<file path="src/rtl/coin_request_front.sv">
// coin_request_front: collects coin pulses into a credit, latches a product
// selection and offers a purchase request to the vending core over a
// valid/ready handshake. Aborted transactions leave through a refund
// handshake. Every output is a flop.
// Optional feature: define COIN_TIMEOUT_EN to return the credit after
// TIMEOUT_CYCLES cycles of inactivity in COLLECT.
module coin_request_front #(
    parameter int unsigned MAX_CREDIT     = 99,
    parameter int unsigned TIMEOUT_CYCLES = 1000
) (
    input  logic       clk,
    input  logic       rst_n,
    input  logic       coin_valid,
    input  logic [1:0] coin_value,
    input  logic       sel_valid,
    input  logic [2:0] sel_type,
    input  logic [3:0] sel_amount,
    input  logic       cancel,
    input  logic       req_ready,
    input  logic       refund_ack,
    output logic       req_valid,
    output logic [6:0] customer_money,
    output logic [2:0] supply_type,
    output logic [3:0] customer_amount,
    output logic       refund_valid,
    output logic [6:0] refund_value,
    output logic       coin_reject,
    output logic [6:0] credit
);

    typedef enum logic [1:0] {IDLE, COLLECT, REQUEST, REFUND} state_t;

    state_t     state, state_n;
    logic [6:0] credit_n, money_n, refund_n;
    logic [2:0] type_n;
    logic [3:0] amount_n;
    logic       reject_n;
    logic [6:0] coin_amt;
    logic [7:0] coin_sum;
    logic       coin_fits;

`ifdef COIN_TIMEOUT_EN
    localparam int unsigned CW = $clog2(TIMEOUT_CYCLES + 1);
    localparam logic [CW-1:0] TO_LAST = CW'(TIMEOUT_CYCLES - 1);
    logic [CW-1:0] idle_cnt, idle_cnt_n;
`endif

    // Decode the coin code and check whether it fits under the credit ceiling.
    always_comb begin
        unique case (coin_value)
            2'b00:   coin_amt = 7'd1;
            2'b01:   coin_amt = 7'd2;
            2'b10:   coin_amt = 7'd5;
            default: coin_amt = 7'd10;
        endcase
        coin_sum  = {1'b0, credit} + {1'b0, coin_amt};
        coin_fits = (coin_sum <= 8'(MAX_CREDIT));
    end

    // Next-state and next-output logic; a coin is resolved before any
    // selection or cancel sampled in the same cycle.
    always_comb begin
        state_n  = state;
        credit_n = credit;
        money_n  = customer_money;
        type_n   = supply_type;
        amount_n = customer_amount;
        refund_n = refund_value;
        reject_n = 1'b0;
`ifdef COIN_TIMEOUT_EN
        idle_cnt_n = idle_cnt;
`endif
        unique case (state)
            IDLE: begin
                if (coin_valid) begin
                    if (coin_fits) begin
                        credit_n = coin_sum[6:0];
                        state_n  = COLLECT;
`ifdef COIN_TIMEOUT_EN
                        idle_cnt_n = '0;
`endif
                    end else begin
                        reject_n = 1'b1;
                    end
                end
            end
            COLLECT: begin
                if (coin_valid) begin
                    if (coin_fits) credit_n = coin_sum[6:0];
                    else           reject_n = 1'b1;
`ifdef COIN_TIMEOUT_EN
                    idle_cnt_n = '0;
`endif
                end
                if (cancel) begin
                    state_n  = REFUND;
                    refund_n = credit_n;
                end else if (sel_valid && sel_amount != 4'd0) begin
                    state_n  = REQUEST;
                    money_n  = credit_n;
                    type_n   = sel_type;
                    amount_n = sel_amount;
                end
`ifdef COIN_TIMEOUT_EN
                else if (!coin_valid) begin
                    if (idle_cnt == TO_LAST) begin
                        state_n  = REFUND;
                        refund_n = credit;
                    end else begin
                        idle_cnt_n = idle_cnt + 1'b1;
                    end
                end
`endif
            end
            REQUEST: begin
                reject_n = coin_valid;
                if (req_ready) begin
                    state_n  = IDLE;
                    credit_n = '0;
                    money_n  = '0;
                end
            end
            REFUND: begin
                reject_n = coin_valid;
                if (refund_ack) begin
                    state_n  = IDLE;
                    credit_n = '0;
                    refund_n = '0;
                end
            end
            default: state_n = IDLE;
        endcase
    end

    // State and registered outputs; valids are decoded from the next state
    // so they rise together with the state change.
    always_ff @(posedge clk or negedge rst_n) begin
        if (!rst_n) begin
            state           <= IDLE;
            credit          <= '0;
            customer_money  <= '0;
            supply_type     <= '0;
            customer_amount <= '0;
            refund_value    <= '0;
            coin_reject     <= 1'b0;
            req_valid       <= 1'b0;
            refund_valid    <= 1'b0;
        end else begin
            state           <= state_n;
            credit          <= credit_n;
            customer_money  <= money_n;
            supply_type     <= type_n;
            customer_amount <= amount_n;
            refund_value    <= refund_n;
            coin_reject     <= reject_n;
            req_valid       <= (state_n == REQUEST);
            refund_valid    <= (state_n == REFUND);
        end
    end

`ifdef COIN_TIMEOUT_EN
    // Inactivity counter for the COLLECT timeout.
    always_ff @(posedge clk or negedge rst_n) begin
        if (!rst_n) idle_cnt <= '0;
        else        idle_cnt <= idle_cnt_n;
    end
`endif

endmodule
</file>
<file path="config.mk">
export PLATFORM = sky130hd
export DESIGN_NAME = coin_request_front
export DESIGN_NICKNAME = d
export VERILOG_FILES = /design/src/rtl/coin_request_front.sv
export SDC_FILE = /design/constraint.sdc
export NUM_CORES = 1
export LEC_CHECK = 0
export CAP_MARGIN = 10
export CORE_MARGIN = 2
export CORE_UTILIZATION = 48
export DETAILED_ROUTE_END_ITERATION = 7
export PLACE_DENSITY = 0.8
export SLEW_MARGIN = 5
export SYNTH_ARGS = -nofsm -noshare
export SYNTH_HDL_FRONTEND = slang
export SYNTH_SLANG_ARGS = --single-unit
</file>
<file path="constraint.sdc">
create_clock -name clk -period 3 [get_ports clk]
set_input_delay 0.45 -clock clk [delete_from_list [all_inputs] [get_ports clk]]
set_output_delay 0.45 -clock clk [all_outputs]
set_load 0.02 [all_outputs]
</file>
==> summary.md <==
| Metric | Value |
|---|---|
| Via/cell ratio | 5.364 |
| Req. time, crit path | about 3.3 ns |
| Gr ovfl total | 0 |
| Mapped Avg Cell Area | 9.309 sq um |
| Worst Path Arrival | about 3.2 ns |
| DRC viols | 0 |
| Synthesized net count | about 200 |
| Routed len/inst | 14.36 um |
| Pin count of the biggest net entering global routing | 34 |
| Most frequent cells in the layout | nand2_1 (49), clkdlybuf4s50_1 (46), dfrtp_1 (33) |
| Cell area after synthesis | about 0.0017 sq mm |
| CTS H-tree depth | 2 |
| Post-Route WL | about 4.2 mm |
| Final clock skew | 0.009817 ns |
| Boundary pin count | 47 |
| Yosys reg bits | 33 |
| Initial antenna violation count | 0 |
| Power density cells | 980.4 mW/mm^2 |
| Most common cell after layout, fill and taps aside | nand2_1 |
| CTS tree | built |
| Die Y | approximately 64 um |
| Hold Slack | 0.4854 ns |
| Post-route met1 wirelength | 1.801 mm |
| IO Port Bufs | 46 |
| GP Congestion | about 0.85 |
| Max_cap viols | 0 |
| Crit path capture type | register |
| Hold Crit Class | input pin to async pin |
| Site Rows | 21 |
| Layout cell share with drive strength beyond 1 | 14.69% |
| Postcts setup bufs | 0 |
| Area contributors post-synth | dfrtp_1 (48%), nand2_1 (11%), o21ai_0 (5.6%) |
| CP Max Fanout | 5 |
| LEAKAGE | between 1 and 1.5 nW |
| Crit Path Class | input pin to register |
| Dominant cell type by area after synthesis | dfrtp_1 |
| Number of flops mapped to enable cells by yosys | 0 |
| Wire length of the first global-routing pass | around 7 mm |
| Top cell type's share of synthesized area | between 40 and 50% |
| ANT nets after route | 0 |
| Ys flop type | dfrtp_1 |
| Die X | about 64 um |
| Status | finished clean |
| Ratio of final minimum period to clock period | between 90 and 100% |
| Area growth syn-to-layout | 42.44% |
| Root Buffer | clkbuf_4 |
| Die area | ~0.004 sq mm |
| Longest Clk Path Bufs | 2 |
| Routed wl met3 | ~300 um |
| Vias in the first global route | between 1k and 1.5k |
| Slew @ Worst Pin | 0.6483 ns |
| HPWL after detailed placement | 3.050 mm |
| Synth Instances | 184 |
| Diodes inserted | 0 |
| Cts bufs inserted | 5 |
| Asr flop ratio synth | 100.0% |
| Maximum vdd drop | about 0.56 mV |
| Initial drt markers | about 110 |
| Crit path launch type | input pin |
| Post-synthesis sequential area ratio | ~48% |
| Relative slew slack | 56.58% |
| Total number of vias | 1561 |
| Worst-Skew Late Latency | 0.34 ns |
| Max layer used | met4 |
| DR WL met2 | ~2 mm |
| Initial Util | about half |
| Final hold vios | 0 |
| Nets@finish | roughly 270 |
| Post-synthesis cell type count | 40 |
| Final-report setup violation count | 0 |
| Yosys warning count | 0 |
| Total track usage | a little under a quarter |
| Tmin final | 2.918 ns |
| Clock-pin slew of the registers on the worst-case setup and hold paths | roughly 0.1 ns |
| Max-slew violation count | 0 |
| Core Area | approximately 0.0034 sq mm |
| Fmax | around 0.34 GHz |
| CTS sink count | 33 |
| Setup TNS | 0 ns |
| First drt pass iteration count | 4 |
==> area by class of cell <==
| cell class | instances | area (sq um) |
|---|---|---|
| well taps | 46 | 57.56 |
| fillers | 235 | 949.7 |
| clock buffers | 7 | 55.05 |
| multi-input cells | 137 | 859.6 |
| clock inverters | 1 | 30.03 |
| inverters | 5 | 18.77 |
| repair buffers | 62 | 593.1 |
| flip-flops and latches | 33 | 825.8 |
==> path summary, 6_finish.rpt <==
kind	from	end	cells past startpoint	slack, ns
setup / recovery	coin_value[0]	customer_money[2]	12	0.08
hold / removal	rst_n	credit[5]	2	0.49
setup reg to reg	credit[0]	customer_money[2]	10	0.33
hold reg to reg	supply_type[2]	supply_type[2]	2	0.49
max in group asynchronous	rst_n	refund_value[2]	2	2.20
min in group clk	supply_type[2]	supply_type[2]	2	0.49
==> per-layer routing <==
layer | up-vias | track usage [%]
met5 | - | 0
met4 | 0 | 10.05
met3 | 9 | 3.873
met2 | 65 | 36.18
met1 | 714 | 30.08
li1 | 773 | -
==> cell usage after synthesis, drive strengths merged, types with 2 or more instances <==
library cell and instances:
buf 3, a2bb2oi 2, o21ai 20, o211ai 4
nand2 49, nor2 4, or2 3, o22ai 2
dfrtp 33, or4 4, nor2b 2, clkbuf 6
ha 4, mux2i 3, o2111ai 2, a21oi 4
and2 3, a31oi 3, inv 5, a21o 2
nand3 6, and3 3, xnor2 2, nor3 2
==> power breakdown <==
part,internal [mW],total [mW],switching [mW]
clock network,0.199,0.352,0.153
logic,0.584,1.25,0.668
registers,0.622,0.788,0.166
total,1.40,2.39,0.987
==> critical path, cell delays in order <==
cell             delay [ns]
clkdlybuf4s50_1        0.48
buf_4                  0.14
nor2b_1                0.05
ha_1                   0.32
a21oi_1                0.25
a21oi_2                0.13
o21ai_4                0.15
xor2_1                 0.30
buf_4                  0.18
o221a_4                0.23
mux2_2                 0.36
o21ai_1                0.14
==> sequential cells by signal (all words and copies together) (netlist names) <==
register         count
customer_amount      4
req_valid            1
customer_money       7
credit               7
refund_value         7
coin_reject          1
supply_type          3
refund_valid         1
state                2
==> per-stage QoR <==
| step | instances | util, % | setup WS (ns) | total power [mW] | area [sq um] |
|---|---|---|---|---|---|
| finish | 291 | 71.98 | 0.08159 | 2.392 | 2440 |
| global route | 291 | 71.98 | -0.01230 | 2.548 | 2440 |
| CTS | 291 | 70.99 | 0.01564 | 2.369 | 2406 |
| detailed placement | 283 | 68.48 | -0.3231 | 2.012 | 2321 |
| global placement | 283 | 68.48 | -0.2533 | 1.991 | 2321 |
| floorplan | 184 | - | 0.2736 | 1.433 | 1713 |
==> repair_timing <==
item / in CTS / in global routing
endpoints found under the hold margin: 0 / 0
hold buffers: 0 / 0
endpoints found under the setup margin: 0 / 15
gates resized for setup: 0 / 8
==> cell families (layout without fill, tap and decap cells) <==
kind of cell	Yosys count	after routing	synth area share, %
AO/OA/AOI/OAI	46	46	19.36
XOR/XNOR	3	3	1.534
adder cells (fa/ha/maj)	5	5	4.091
buffers and inverters	14	75	3.579
flip-flops	33	33	48.21
multiplexers	4	4	2.411
AND/OR/NAND/NOR	79	79	20.82
No activity file was read; power rests on OpenSTA's default activity.
